## config.mk

```make
export PLATFORM = sky130hd
export DESIGN_NAME = half_adder_pipe
export DESIGN_NICKNAME = d
export VERILOG_FILES = /design/src/rtl/half_adder_pipe.sv
export SDC_FILE = /design/constraint.sdc
export NUM_CORES = 1
export LEC_CHECK = 0
export ABC_CLOCK_PERIOD_IN_PS = 1000
export BUFFER_PORTS_ARGS = -buffer_cell sky130_fd_sc_hd__buf_2
export CORE_AREA = 2 2 39 41
export CTS_CLUSTER_SIZE = 24
export DETAILED_ROUTE_END_ITERATION = 10
export DIE_AREA = 0 0 41 43
export SYNTH_ARGS = -nofsm -noshare
export SYNTH_HDL_FRONTEND = slang
export SYNTH_SLANG_ARGS = --single-unit
```

## constraint.sdc

```tcl
create_clock -name clk -period 1 [get_ports clk]
set_input_delay 0.05 -clock clk [delete_from_list [all_inputs] [get_ports clk]]
set_output_delay 0.05 -clock clk [all_outputs]
set_load 0.01 [all_outputs]
```

## src/rtl/half_adder_pipe.sv

```systemverilog
// half_adder_pipe: registered lane-wise half adders with carry statistics behind a two-entry skid buffer
module half_adder_pipe #(
    parameter int WIDTH = 1,
    localparam int CW = ($clog2(WIDTH + 1) > 1) ? $clog2(WIDTH + 1) : 1
) (
    input  logic             clk,
    input  logic             rst,
    input  logic             in_valid,
    output logic             in_ready,
    input  logic [WIDTH-1:0] a,
    input  logic [WIDTH-1:0] b,
    output logic             out_valid,
    input  logic             out_ready,
    output logic [WIDTH-1:0] sum,
    output logic [WIDTH-1:0] carry,
    output logic [CW-1:0]    carry_count,
    output logic             carry_any
);
    logic [WIDTH-1:0] c_in;
    logic [CW-1:0]    cnt_in;
    logic             skid_full;
    logic [WIDTH-1:0] skid_sum;
    logic [WIDTH-1:0] skid_carry;
    logic [CW-1:0]    skid_cnt;
    logic             skid_any;
    logic             acc;
    logic             drain;
    assign c_in     = a & b;
    assign in_ready = !skid_full && !rst;
    assign acc      = in_valid && in_ready;
    assign drain    = out_valid && out_ready;
    always_comb begin
        cnt_in = '0;
        for (int i = 0; i < WIDTH; i++)
            cnt_in = cnt_in + CW'(c_in[i]);
    end
    // operand data is captured only on an accepted word, so idle X never reaches the outputs
    always_ff @(posedge clk) begin
        if (rst) begin
            out_valid   <= 1'b0;
            sum         <= '0;
            carry       <= '0;
            carry_count <= '0;
            carry_any   <= 1'b0;
            skid_full   <= 1'b0;
            skid_sum    <= '0;
            skid_carry  <= '0;
            skid_cnt    <= '0;
            skid_any    <= 1'b0;
        end else if (drain || !out_valid) begin
            if (skid_full) begin
                out_valid   <= 1'b1;
                sum         <= skid_sum;
                carry       <= skid_carry;
                carry_count <= skid_cnt;
                carry_any   <= skid_any;
                skid_full   <= 1'b0;
            end else begin
                out_valid <= acc;
                if (acc) begin
                    sum         <= a ^ b;
                    carry       <= c_in;
                    carry_count <= cnt_in;
                    carry_any   <= |c_in;
                end
            end
        end else if (acc) begin
            skid_full  <= 1'b1;
            skid_sum   <= a ^ b;
            skid_carry <= c_in;
            skid_cnt   <= cnt_in;
            skid_any   <= |c_in;
        end
    end
endmodule

```

==> metrics.csv <==
stage,metric,value,unit
cts,post_cts_buffers,0,
worst_setup_path,cp.arrival,1150,ps
global_route,grt.overflow.total,0,
final_layout,mostFrequentLayoutCells,"buf_2, nor2_1, mux2i_1, dfxtp_1, clkbuf_4",
cts,cts_buffers,3,
synthesis,synth_nets,38,
status,violations,negative setup slack,
worst_setup_path,worstSetupPathType,reg2reg,
worst_setup_path,cp_data_required_time,1130,ps
synthesis,synthDistinctLibCells,14,
worst_setup_path,slowest_stage,dfxtp_4,
sta,setup_ws,-23.95,ps
global_route,grtUsageTotal,9.256,%
status,status,"complete, but fails checks",
floorplan,die_h,43,µm
global_route,grt_first_pass_wirelength,1041,µm
synthesis,ys_ff_latch,6,
floorplan,rows,14,
routing,drt_iter0_markers,5,
cts,path_clk_slew,40,ps
floorplan,core_area,1384,µm²
routing,wl_per_cell,9.288,µm
global_route,grt_pass1_vias,260,
final_layout,area_delta_synth_final,23.97,%
sta,finalCriticalPeriod,1024,ps
global_route,grt_max_degree,8,
routing,drc,0,
synthesis,synth_top_family_by_area,simple AND/OR/NAND/NOR gates,
synthesis,synthAdderAreaFrac,3.745,%
sta,min_period_over_period,102.4,%
worst_setup_path,cp-end-kind,flop,
synthesis,syn_avg_cell_area,10.78,µm²
sta,slew_viol_final,0,
final_layout,n_fill_cell,154,
min_path,holdCritStartpoint,in_valid,
routing,drt_first_pass_iters,3,
cts,clkLatencyLatePin,240,ps
cts,cts.path.max_buffers,2,
synthesis,syn_inst,31,
worst_setup_path,reg2reg_setup_slack,-20,ps
synthesis,synth-compound-area-share,5.993,%
sta,hold_slack,117.8,ps
final_layout,final_core_util,29.93,%
cts,cts.sinks,6,
worst_setup_path,max_stage_delay,360,ps
sta,hold_viol,0,
sta,fin_skew,1.902,ps
sta,slew_headroom,91.26,%
worst_setup_path,r2r_start,skid_full,
final_layout,fin_nets,52,
synthesis,yosysSeqAreaShare,35.96,%
power,max-vdd-ir-drop,0.5898,mV
min_path,min_to,skid_full,
placed_design,gp_congestion,0.7575,
placed_design,numPortBuffers,11,
synthesis,synthMuxAreaShare,20.97,%
worst_setup_path,startpoint_type,flop,
routing,vias,249,
worst_setup_path,cp_cell_sequence,"and4bb_4, mux2i_1, nor2_1",
synthesis,syn_area,334.1,µm²
final_layout,final-seq-area,125.1,µm²
routing,antenna_left,0,
min_path,hold_path_class,in2reg,
worst_setup_path,r2r_cells,3,
placed_design,place_ws,-73.68,ps
final_layout,multi_input_area,176.4,µm²
power,power_density,1352,nW/µm²
synthesis,synth-simple-area-share,22.10,%
sta,setup_viol,2,
final_layout,drive_gt1_share,53.49,%
sta,tightest_slew,127.4,ps
final_layout,layout_commonest_cell,buf_2,
cts,clk_root_buffer_cell,clkbuf_4,
synthesis,synth-warning-count,0,
worst_setup_path,crit_fanout,6,
synthesis,synth_xor_xnor_area_share,0,%
sta,clock.fmax,976.6,MHz
min_path,whs_path_depth,3,
floorplan,initial_core_util,24.14,%
power,p_total,0.5600,mW
cts,cts_hold_buf,0,
routing,viasPerCell,4.220,
routing,wirelength,548,µm
final_layout,diodes,0,
cts,htree_levels,1,
floorplan,dieArea,1763,µm²
placed_design,hpwl,438.7,µm
cts,cts_tree,yes,
worst_setup_path,reg2reg_to,skid_sum,
floorplan,ios,12,
sta,rsz0062_at_grt,true,
run,maxCapViolCount,0,
floorplan,die_w,41,µm
global_route,antenna_found_initial,0,
power,leakagePower,0.1927,nW
per-stage QoR:
step | cell area, µm² | cells | TNS, ps
6_report | 414.1 | 59 | -37.86
3_5_place_dp | 387.9 | 56 | -225.3
2_1_floorplan | 335.3 | 31 | -67.20
5_1_grt | 414.1 | 59 | -139.2
3_3_place_gp | 387.9 | 56 | -195.7
4_1_cts | 411.6 | 59 | -44.15
cells in the mapped netlist:
master | number | area (µm²)
dfxtp_1 | 6 | 120.1
nor2_1 | 6 | 22.52
mux2i_1 | 4 | 40.04
and2b_1 | 2 | 15.01
buf_4 | 2 | 15.01
buf_6 | 2 | 22.52
mux2_4 | 2 | 30.03
a21oi_1 | 1 | 5.000
and4bb_4 | 1 | 16.27
ha_1 | 1 | 12.51
nand2b_1 | 1 | 6.260
nor2b_2 | 1 | 8.760
nor3_1 | 1 | 5.000
o21a_4 | 1 | 15.01
critical path, delay by kind of cell (launching register included):
| family | cells | cell delay [ps] |
|---|---|---|
| mux | 1 | 180 |
| flops | 1 | 360 |
| simple gates | 2 | 380 |
power by group:
part / internal (mW) / leakage [nW] / switching, mW / total, mW
logic: 0.0492 / 0.129 / 0.0375 / 0.0868
clock network: 0.135 / 0.0138 / 0.0829 / 0.218
registers: 0.248 / 0.0499 / 0.00650 / 0.255
total: 0.433 / 0.193 / 0.127 / 0.560
routing by layer:
metal  wire (µm)  GRT usage, %  vias up
li1            -             -      128
met1         253         11.00      113
met2         250         11.56        6
met3          33         3.141        2
met4          10         10.00        0
met5           0             0        -
how the worst max path moves through the flow:
stage / start / slack (ps) / end
after floorplan: skid_full / -30 / skid_sum
after global placement: skid_full / -70 / carry_any
after detailed placement: skid_full / -70 / carry_any
after CTS: skid_full / -20 / skid_sum
after global routing: skid_full / -60 / skid_any
final: skid_full / -20 / skid_sum
cell families after synthesis:
logic type               after synthesis
AO/OA/AOI/OAI                          2
adder cells (fa/ha/maj)                1
buffers and inverters                  4
flip-flops                             6
multiplexers                           6
AND/OR/NAND/NOR                       12
layout make-up:
cell class / count / area share, %
sequential: 6 / 30.21
timing repair buffer: 13 / 16.92
clock buffer: 3 / 5.438
multi-input combinational: 21 / 42.60
tap: 16 / 4.834
what timing repair did:
action                                 in CTS  in global routing
cloned                                      0                  0
setup endpoints to repair                   4                  4
resized for setup                           1                  1
endpoints found under the hold margin       0                  0
pin swaps                                   0                  1
sequential cells by signal (all words and copies together) (netlist names):
name       count
carry_any      1
out_valid      1
skid_any       1
skid_full      1
skid_sum       1
sum            1
Note: power is estimated with default switching activity, not from simulation.
